**src/rtl/riscv_pkg.sv**
```systemverilog
// riscv_pkg: shared core constants and the fetch entry type used by Fetch and Decode
package riscv_pkg;
  localparam int XLEN = 32;
  localparam logic [31:0] NOP_INST = 32'h00000013;
  typedef struct packed {
    logic [XLEN-1:0] pc;
    logic [XLEN-1:0] inst;
  } fetch_entry_t;
endpackage

```
**src/rtl/fetch_queue_mem.sv**
```systemverilog
// fetch_queue_mem: entry storage with synchronous write and asynchronous read, no reset
module fetch_queue_mem #(
  parameter int DEPTH = 4,
  parameter int W = 64,
  localparam int AW = $clog2(DEPTH)
) (
  input  logic          clk,
  input  logic          we,
  input  logic [AW-1:0] waddr,
  input  logic [W-1:0]  wdata,
  input  logic [AW-1:0] raddr,
  output logic [W-1:0]  rdata
);
  logic [W-1:0] mem [DEPTH];
  always_ff @(posedge clk)
    if (we) mem[waddr] <= wdata;
  assign rdata = mem[raddr];
endmodule

```
**src/rtl/fetch_queue.sv**
```systemverilog
// fetch_queue: show-ahead instruction buffer between Fetch and Decode with one-cycle flush
module fetch_queue #(
  parameter int DEPTH = 4,
  parameter int XLEN = riscv_pkg::XLEN,
  localparam int PTR_W = $clog2(DEPTH)
) (
  input  logic             clk,
  input  logic             rst,
  input  logic             flush,
  input  logic             in_valid,
  output logic             in_ready,
  input  logic [XLEN-1:0]  in_pc,
  input  logic [XLEN-1:0]  in_inst,
  output logic             out_valid,
  input  logic             out_ready,
  output logic [XLEN-1:0]  out_pc,
  output logic [XLEN-1:0]  out_inst,
  output logic [PTR_W:0]   count
);
  logic [PTR_W-1:0] wr_ptr_q, wr_ptr_d, rd_ptr_q, rd_ptr_d;
  logic [PTR_W:0] count_q, count_d;
  logic [2*XLEN-1:0] rdata;
  logic push, pop;
  // in_ready looks only at occupancy, never at out_ready
  assign in_ready = rst & (count_q != (PTR_W+1)'(DEPTH));
  assign out_valid = count_q != '0;
  assign push = in_valid & in_ready & ~flush;
  assign pop = out_valid & out_ready & ~flush;
  assign count = count_q;
  assign out_pc = out_valid ? rdata[2*XLEN-1:XLEN] : '0;
  assign out_inst = out_valid ? rdata[XLEN-1:0] : XLEN'(riscv_pkg::NOP_INST);
  always_comb begin
    wr_ptr_d = flush ? '0 : wr_ptr_q + PTR_W'(push);
    rd_ptr_d = flush ? '0 : rd_ptr_q + PTR_W'(pop);
    count_d = flush ? '0 : count_q + (PTR_W+1)'(push) - (PTR_W+1)'(pop);
  end
  always_ff @(posedge clk or negedge rst)
    if (!rst) begin
      wr_ptr_q <= '0;
      rd_ptr_q <= '0;
      count_q <= '0;
    end else begin
      wr_ptr_q <= wr_ptr_d;
      rd_ptr_q <= rd_ptr_d;
      count_q <= count_d;
    end
  fetch_queue_mem #(.DEPTH(DEPTH), .W(2*XLEN)) u_mem (
    .clk(clk),
    .we(push),
    .waddr(wr_ptr_q),
    .wdata({in_pc, in_inst}),
    .raddr(rd_ptr_q),
    .rdata(rdata)
  );
endmodule
```
**config.mk**
```make
export PLATFORM = sky130hd
export DESIGN_NAME = fetch_queue
export DESIGN_NICKNAME = d
export VERILOG_FILES = /design/src/rtl/riscv_pkg.sv /design/src/rtl/fetch_queue_mem.sv /design/src/rtl/fetch_queue.sv
export SDC_FILE = /design/constraint.sdc
export NUM_CORES = 1
export LEC_CHECK = 0
export CORE_MARGIN = 4
export CORE_UTILIZATION = 55
export DETAILED_ROUTE_END_ITERATION = 6
export MAX_ROUTING_LAYER = met4
export PLACE_DENSITY = 0.8
export SKIP_CTS_REPAIR_TIMING = 1
export SLEW_MARGIN = 30
export SYNTH_ARGS = -nofsm -noshare
export SYNTH_HDL_FRONTEND = slang
export SYNTH_SLANG_ARGS = --single-unit
```
**constraint.sdc**
```tcl
create_clock -name clk -period 16.9 [get_ports clk]
set_clock_uncertainty 0.05 [all_clocks]
set_input_delay 2.535 -clock clk [delete_from_list [all_inputs] [get_ports clk]]
set_output_delay 2.535 -clock clk [all_outputs]
set_load 0.1 [all_outputs]
```
Word level (Yosys, flattened, before mapping). Memories as Yosys holds them, arrays and structs flattened. Cells that the tools add are included.

Word-level logic and storage cells: 23. Flip-flop bits (word level): 7. Memories: 1. Input port bits: 69. Output and inout port bits: 69. Bits in writable memories: 256.

Eq/ne operators: 1. Bitwise operators: 6. Multiplexer cells: 7. Add/subtract/negate cells: 4. Reductions and logical operators: 1.

Memory list: u_mem.mem (depth 4, bits a word 64, rd ports 1, clocked after Yosys merged registers in 0, write ports 1, RTL line fetch_queue_mem.sv:14) `logic [W-1:0] mem [DEPTH];`.

Operators by type and width (count): 2-to-1 mux 32 bit (2); AND 1 bit (5); adder 2 x 1 -> 2 bit (2); 2-to-1 mux 2 bit (2); adder 3 x 1 -> 3 bit (1); 2-to-1 mux 3 bit (1); inequality test 3 bit, second input constant (1); nonzero test 3 bit (1); subtractor 3 x 1 -> 3 bit (1); 2-to-1 mux 1 bit (2); NOT 1 bit (1).

Logic depth before layout (Yosys ltp).
Depth after elaboration: 7. Depth in mapped cells: 10. Depth with buffers taken out: 9.

Cells and area by module. Synthesis repeated with hierarchy kept, for this count alone.

Cells, all modules: 449. Area, all modules: 10218.6 sq um.

Modules (own cells, without submodules): fetch_queue_mem (cells an instance 338, seq. area each 7687.4 sq um, area an instance 9341.5 sq um, times used 1); fetch_queue (cells an instance 111, seq. area each 175.2 sq um, area an instance 877.1 sq um, times used 1).

Worst setup path before layout. Ideal clock, no wire load.

Path kind: input to register. From: input port flush. To: memory u_mem.mem[1][0], enable pin. Library setup time: 0.666 ns. Slack: 6.626 ns. Buffers on the path: 1. Arrival time: 9.558 ns. Stages on the path: 3. Cell sequence: clkbuf_1 -> nand2b_1 -> nor4b_1.

Word-level cells in the longest chain between the ends: 4.

RTL lines: start: declaration (RTL line fetch_queue.sv:9) `input logic flush,`; NOT 1 bit (RTL line fetch_queue.sv:27) `assign push = in_valid & in_ready & ~flush;`; AND 1 bit (RTL line fetch_queue.sv:27); 2-to-1 mux 1 bit (RTL line fetch_queue_mem.sv:16) `if (we) mem[waddr] <= wdata;`; 2-to-1 mux 1 bit (implied by the code) (RTL line fetch_queue_mem.sv:16); end: declaration (RTL line fetch_queue_mem.sv:14).

No other way between the ends.

Final worst setup path.
From: input port rst. To: output port in_ready.

Word-level cells in the longest chain between the ends: 1.

RTL lines: start: declaration (RTL line fetch_queue.sv:8) `input logic rst,`; AND 1 bit (RTL line fetch_queue.sv:25) `assign in_ready = rst & (count_q != (PTR_W+1)'(DEPTH));`; end: declaration (RTL line fetch_queue.sv:11) `output logic in_ready,`.

No other way between the ends.

==> run metrics <==
status=finished clean; Tcrit/Tclk final=between 40% and 50%; DR vias/cell=5.635; startpoint types=input pin; NumNets Final=671; post-layout minimum cycle time=between 7000 and 8000 ps; largest net degree at the start of global routing=66; CTS tree=yes; Clock Latency Late Sink=510 ps; PD cells=182.4 nW/µm²; met2 Usage GRT=32.34%; syn_nets=519; Starting Density=56.27%; Die Wd=144.0 µm; Synth-to-Final Area Change=24.54%; final WL=18.64 mm; maxcap violations=0; DRC Markers=0; worst-path maximum fanout=14; Tot GR Track Use=18.97%; post-layout total power=around 0.0023 W; mean post-synth cell area=22.87 µm²; Final setup violation count=0; dpl cells=796; IO buf count=137; Crit. End Element=output pin; Hold Vio Cnt, Final=0; TritonCTS buffer count=26; fin cells=847; Hold EP=wr_ptr_q[1]; initial antenna violation count=1; Setup TNS=0 ps; worst hold start=wr_ptr_q[1]; clock root buffer=clkbuf_16; Pre-Repair DR Iteration Count=4; clock tree buffer depth=3; Reg power frac=32.4%; critical path type=input pin to output pin; total net switching power=0.0009912 W; Slew Limit Fails=0; hold depth=2; reg2reg end=u_mem.mem[1][11]; layout cells sized above 1=18.80%; GR Layer Usage met1=23.80%; WP data arrival=4650 ps; H-tree Lvls=1; Antenna Nets Post-Route=0; Gate Count Post-Synth=445; flip-flop and latch count after synthesis=263; Remaining Overflow, GRT=0; main flop type after synthesis=edfxtp_1; initial DRC count=220; Critical R2R Launch=count[2]; post-synthesis sequential area ratio=~77%; Yosys cell types=24; Placer Congestion=about 0.76; post-DP HPWL=10.29 mm; vias in the first global route=5268; Post-synth ARST share=2.662%; synth cell count leaders=edfxtp_1 (256), and2_1 (61), mux4_2 (60); peak supply drop=0.0001636 V; Rows=just under 50; Slew headroom=between 30% and 40%; first-pass GRT wire length=29.16 mm; flop2flop setup slack=14250 ps; Synth Cell Area=10180 µm²; top-count cell post-synth=edfxtp_1; post-synth top area share=75.53%; Clock power frac=25.1%; # IOs=138; Combinational Power Share=42.6%; Switching Fraction=~43%; area of the die=about 21000 µm²; Ys Warns=0; Worst-path clk slew=roughly 60 ps; Area contributors post-synth=edfxtp_1 (76%), mux4_2 (13%), and2_1 (3.7%); GR peak layer=met2; via count=4773; Die Y=approximately 140 µm; fmax=138.2 MHz; CP required=14320 ps; core area=18090 µm²; CP startpoint=rst; clk sinks=263; HP Class=register to register; Slew @ Worst Pin=1020 ps; Post-synth EDFFs=roughly 260; Worst Reg-to-Reg Cells=3; met3 Use GR=3.968%; internal power=0.001320 W; wire per inst=22.01 µm; RSZ-0062 raised after global routing=false; leak pwr=4.029 nW; post-synth top area cell=edfxtp_1
==> worst max-delay path, cell delays in order <==
cell	delay [ps]
clkdlybuf4s50_1	780
nor2b_1	200
clkdlybuf4s50_1	1140
==> cell usage in the layout (no fill, tap or decap), types with 2 or more instances in the layout <==
cell	instances
clkinvlp_4	3
ha_1	4
dfrtp_1	5
buf_4	5
clkbuf_1	4
clkinv_2	4
clkbuf_16	27
edfxtp_1	256
clkinv_1	6
clkdlybuf4s50_1	137
nor2_1	5
mux4_2	60
nor3b_1	2
nor4b_2	2
xnor2_1	2
nor2b_1	4
bufinv_16	4
and2_1	61
inv_1	2
dfrtp_4	2
nand2b_1	3
or2_1	3
mux4_1	4
==> worst max path at each step <==
stage,end,depth (start not counted)
final,in_ready,3
after global routing,in_ready,3
after CTS,in_ready,3
after detailed placement,in_ready,3
after global placement,in_ready,3
after floorplan,u_mem.mem[1][0],3
==> power groups by stage <==
stage	logic (W)	registers, W	clock network, W
2_1_floorplan	0.000761	0.000773	0
3_3_place_gp	0.000982	0.000763	0
5_1_grt	0.00101	0.000752	0.000626
4_1_cts	0.000992	0.000751	0.000595
6_report	0.000984	0.000748	0.000579
3_5_place_dp	0.000986	0.000765	0
==> area by class of cell <==
cell class / count / area (µm²)
sequential: 263 / 7870
fill: 1114 / 5411
multi-input combinational: 158 / 2158
timing repair buffer: 145 / 1468
clock buffer: 31 / 690.7
tap: 229 / 286.5
clock inverter: 17 / 185.2
inverter: 3 / 13.76
antenna: 1 / 2.502
==> per-stage QoR <==
| stage | hold slack [ps] | area, µm² | utilization [%] | setup WS, ps |
|---|---|---|---|---|
| floorplan | 503.8 | 10180 | - | 6626 |
| CTS | 588.4 | 12620 | 69.78 | 9652 |
| global placement | 523.9 | 11730 | 64.85 | 9700 |
| finish | 582.8 | 12670 | 70.08 | 9664 |
| detailed placement | 577.2 | 11750 | 64.94 | 9649 |
| global route | 618.9 | 12670 | 70.08 | 9537 |
==> sequential cells by signal (all words and copies together), names as in the netlist <==
signal,count
count,3
rd_ptr_q,2
u_mem.mem,256
wr_ptr_q,2
==> cell families after synthesis <==
group,Yosys count,share of synthesized area [%]
multiplexers,64,14.31
adder cells (fa/ha/maj),5,0.6885
buffers and inverters,24,2.004
XOR/XNOR,3,0.3934
flip-flops,263,77.26
AND/OR/NAND/NOR,86,5.348
==> metal layers <==
layer  part of all wire [%]  routed length (µm)
met1                     40                7487
met2                     52                9755
met3                    6.0                1115
met4                    1.5                 282
met5                      0                   0
No activity file was read; power rests on OpenSTA's default activity.
==> patch 1, RTL diff (same flow settings) <==
Change the package constant `XLEN` from 32 to 40.
--- a/src/rtl/riscv_pkg.sv
+++ b/src/rtl/riscv_pkg.sv
@@ -1,6 +1,6 @@
 // riscv_pkg: shared core constants and the fetch entry type used by Fetch and Decode
 package riscv_pkg;
-  localparam int XLEN = 32;
+  localparam int XLEN = 40;
   localparam logic [31:0] NOP_INST = 32'h00000013;
   typedef struct packed {
     logic [XLEN-1:0] pc;
Interface: changed (resized in_inst, in_pc, out_inst and out_pc); port bits go from 138 to 170. No check against the original RTL was run, so the function may have changed too.
==> patch 1 against the unedited design <==
Power grew 23%; final area grew 24%; wire length grew 26%; area after synthesis grew 25%; critical path depth is the same; critical endpoint unchanged; synthesized cell count grew 23%; global-route usage grew 0.29 points; sequential cell count grew 64; first-iteration DRC count grew 79%; fmax grew 0.22%; setup slack gained 0.016 ns; combinational power grew 24%; clock power grew 20%.
==> patch 1: results (changes against the unedited design) <==
.. list-table::
   :header-rows: 1

   * - Metric
     - Value
   * - Nets in the synthesized netlist
     - 637 (+23%)
   * - Total routing resource utilization after global routing
     - 19.3% (+0.29 points)
   * - Origin of the critical flop-to-flop path
     - count[1]$_DFF_PN0_
   * - Post-detail-place hpwl
     - 14.1 mm (+37%)
   * - Vias in the first global route
     - 6573 (+25%)
   * - IO Port Bufs
     - 169 (+23%)
   * - Clock network latency to the later pin of the worst-skew pair
     - 0.47 ns (-0.04 ns)
   * - Yosys warns
     - 0 (unchanged)
   * - Instance count after placement with tap cells included
     - 986 (+24%)
   * - Num CTS Buffers
     - 34 (+31%)
   * - Initial detailed-routing violation count
     - 393 (+79%)
   * - First-pass detailed-route iteration total
     - 5 (+1)
   * - Final net count
     - 827 (+23%)
   * - Count of placed standard cells in the final layout, fillers left out
     - 1048 (+24%)
   * - Maximum level of the CTS H-tree
     - 2 (+1)
   * - Data arrival time at the worst-slack endpoint
     - 4.64 ns (about the same)
   * - Largest voltage drop on the vdd net
     - 172 uV (+4.9%)
   * - Leakage power total
     - 0.00507 uW (+26%)
   * - Pin count of the biggest net entering global routing
     - 79 (+20%)
   * - Number of flip-flops in the largest register
     - 320 (+25%)
   * - Pin slew with the least headroom to its limit
     - 1.03 ns (+0.00766 ns)
   * - Number of instances in the synthesized netlist
     - 547 (+23%)
   * - Synth area leaders
     - edfxtp_1 76%, mux4_1 7.6%, mux4_2 7.6%
   * - Status
     - finished clean
   * - Global-route wire length before repair
     - 36.9 mm (+27%)
   * - Clock root cell
     - clkbuf_16
   * - Weighted congestion reported at the end of routability-driven placement
     - 0.733 (-3.9%)
   * - Number of enable flip-flop cells after synthesis
     - 320 (+25%)
   * - Fraction of final layout cells with drive strength greater than 1
     - 14.6% (-4.2 points)
   * - Async set-reset flop share out of synthesis
     - 2.14% (-0.52 points)
   * - WL per Instance
     - 22.5 um (+2.0%)
   * - Filler instances
     - 1351 (+21%)
   * - Vias per cell
     - 5.71 (+1.4%)
==> patch 1: cells by family (layout without fill, tap and decap cells) <==
group / after synthesis / count (layout) / share of synthesized area [%]
xor+xnor: 3 / 3 / 0.315
fa+ha+maj: 5 / 5 / 0.551
buf+inv: 30 / 245 / 1.90
flops: 327 / 327 / 76.9
mux: 80 / 80 / 15.3
other cells: 0 / 1 / 0
simple gates: 102 / 102 / 5.07
==> patch 1: critical path: cells and delay by family <==
| family | cells | cell delay [ns] |
|---|---|---|
| buffers and inverters | 2 | 1.90 |
| AND/OR/NAND/NOR | 1 | 0.19 |
==> patch 1: routing by layer <==
| layer | up-vias | part of all wire (%) | GRT usage [%] |
|---|---|---|---|
| met4 | 0 | 1.9 | 5.12 |
| met1 | 3088 | 39 | 24.2 |
| li1 | 2656 | - | - |
| met3 | 36 | 6.7 | 4.15 |
| met2 | 208 | 52 | 32.4 |
| met5 | - | 0 | - |
==> patch 1: final cells by class <==
cell class	count	area, um^2	share of cell area, %
sequential	327	9790	62.1
multi-input combinational	190	2730	17.4
timing repair buffer	181	1810	11.5
clock buffer	46	927	5.88
tap	285	357	2.26
clock inverter	15	128	0.810
inverter	3	11.3	0.0715
antenna	1	2.50	0.0159
==> patch 1: worst paths after layout <==
kind | end | slack, ns | depth (start not counted)
setup / recovery | in_ready | 9.68 | 3
hold / removal | wr_ptr_q[1]$_DFF_PN0_ | 0.58 | 2
setup reg to reg | count[2]$_DFF_PN0_ | 14.25 | 9
hold reg to reg | wr_ptr_q[1]$_DFF_PN0_ | 0.58 | 2
max in group asynchronous | rd_ptr_q[0]$_DFF_PN0_ | 14.10 | 1
min in group asynchronous | wr_ptr_q[1]$_DFF_PN0_ | 2.34 | 1
==> patch 1: per-stage QoR <==
stage / total power, uW / instance area [um^2] / worst slack (ns)
floorplan: 1890 / 12700 / 4.94
global placement: 2160 / 14700 / 9.70
detailed placement: 2170 / 14700 / 9.66
CTS: 2870 / 15800 / 9.65
global route: 2930 / 15800 / 9.52
finish: 2840 / 15800 / 9.68
==> patch 1: power by group <==
group / switching (uW) / internal [uW]
Clock: 279 / 416
Combinational: 930 / 289
Sequential: 15.8 / 910
==> patch 2, RTL diff (same settings) <==
Made on the original files. Reset style: synchronous (`rst`), changed in one clocked block. Comments in the files are not updated.
--- a/src/rtl/fetch_queue.sv
+++ b/src/rtl/fetch_queue.sv
@@ -34,7 +34,7 @@
     rd_ptr_d = flush ? '0 : rd_ptr_q + PTR_W'(pop);
     count_d = flush ? '0 : count_q + (PTR_W+1)'(push) - (PTR_W+1)'(pop);
   end
-  always_ff @(posedge clk or negedge rst)
+  always_ff @(posedge clk)
     if (!rst) begin
       wr_ptr_q <= '0;
       rd_ptr_q <= '0;
Behaviour: differs if rst is asserted again (counterexample within 4 cycles, from zero or initial values and one cycle with rst low); with rst held inactive, the same outputs for 4 cycles.
==> patch 2 against the unedited design <==
Wire length up 1.2%; critical path depth unchanged; setup slack better by 0.35 ns; final area is 1.2% lower; sequential share of layout area increased by 0.46 points; sequential cell count unchanged; area after synthesis shrank 1.5%; synthesized cell count stayed put; largest cell class unchanged.
Power is not compared: it rests on default switching activity, and its combinational part moved more than twofold at a synthesized area within 25%.
==> patch 2: results (changes against the unedited design) <==
.. list-table::
   :header-rows: 1

   * - Metric
     - Value
   * - Status
     - finished clean
   * - Clock buffer count in the final layout
     - 29 (-6.5%)
   * - Async set-reset flop share out of synthesis
     - 0% (-2.7 points)
   * - Detailed-route via count
     - 4860 (+1.8%)
   * - Pin slew with the least headroom to its limit
     - 1.01 ns (-0.00735 ns)
   * - Total routing resource utilization after global routing
     - 19.8% (+0.79 points)
   * - Synth area leaders
     - edfxtp_1 77%, mux4_2 14%, and2_1 4.1%
   * - Antenna violations before repair
     - 0 (-1)
   * - Post-detail-place hpwl
     - 11.2 mm (+9.0%)
   * - Initial detailed-routing violation count
     - 333 (+51%)
   * - Final net count
     - 673 (+0.30%)
   * - Vias in the first global route
     - 5294 (+0.49%)
   * - Post-Place Setup Slack
     - 10.01 ns (+0.360 ns)
   * - Global-route wire length before repair
     - 29.8 mm (+2.2%)
   * - Worst-path fanout max
     - 3 (-11)
   * - Most common library cells after synthesis
     - 256 x edfxtp_1, 65 x and2_1, 64 x mux4_2, 8 x clkbuf_1
   * - Instance count after placement with tap cells included
     - 803 (+0.88%)
   * - Area of combinational cells with multiple inputs
     - 0.00209 mm^2 (-3.2%)
   * - Compound-gate portion of the synthesized area
     - 0.175% (+0.17 points)
   * - Layout clock area frac
     - 6.43% (-0.48 points)
   * - Final instance area
     - 0.0125 mm^2 (-1.2%)
   * - Routed Wire Length
     - 18.9 mm (+1.2%)
   * - Post-synthesis share of cell area spent on full adders, half adders and majority gates
     - 0.449% (-0.24 points)
   * - Multiplexer share of the synthesized area
     - 14.4% (+0.061 points)
   * - Portion of the post-synthesis area used by sequential elements
     - 78.0% (+0.79 points)
   * - Placed cell area
     - 0.0117 mm^2 (-0.18%)
   * - Count of plain and timing-repair buffers
     - 149 (+2.8%)
   * - Count of multi-input combinational gates
     - 159 (+0.63%)
   * - Filler instances
     - 1104 (-0.90%)
   * - Fraction of final layout cells with drive strength greater than 1
     - 20.2% (+1.4 points)
   * - Num CTS Buffers
     - 25 (-3.8%)
   * - Pin count of the biggest net entering global routing
     - 44 (-33%)
==> patch 2: cell types whose count changed after synthesis, moves of 4 or more <==
cell	before	now
and2_1	61	65
buf_12	6	0
buf_6	1	5
dfrtp_1	7	0
dfxtp_1	0	7
mux4_1	4	0
mux4_2	60	64
==> patch 2: metal layers <==
layer | track usage, % | wire, um
met2 | 31.5 | 9430
met1 | 26.7 | 7740
met3 | 4.52 | 1370
met5 | - | 0
met4 | 4.35 | 325
==> patch 2: worst paths after layout <==
| kind | startpoint | endpoint | slack (ns) |
|---|---|---|---|
| worst max-delay path | rst | in_ready | 10.01 |
| worst min-delay path | wr_ptr_q[1]$_SDFF_PP0_ | wr_ptr_q[1]$_SDFF_PP0_ | 0.60 |
| worst max register to register | count[2]$_SDFF_PP0_ | count[2]$_SDFF_PP0_ | 14.40 |
| worst min register to register | wr_ptr_q[1]$_SDFF_PP0_ | wr_ptr_q[1]$_SDFF_PP0_ | 0.60 |
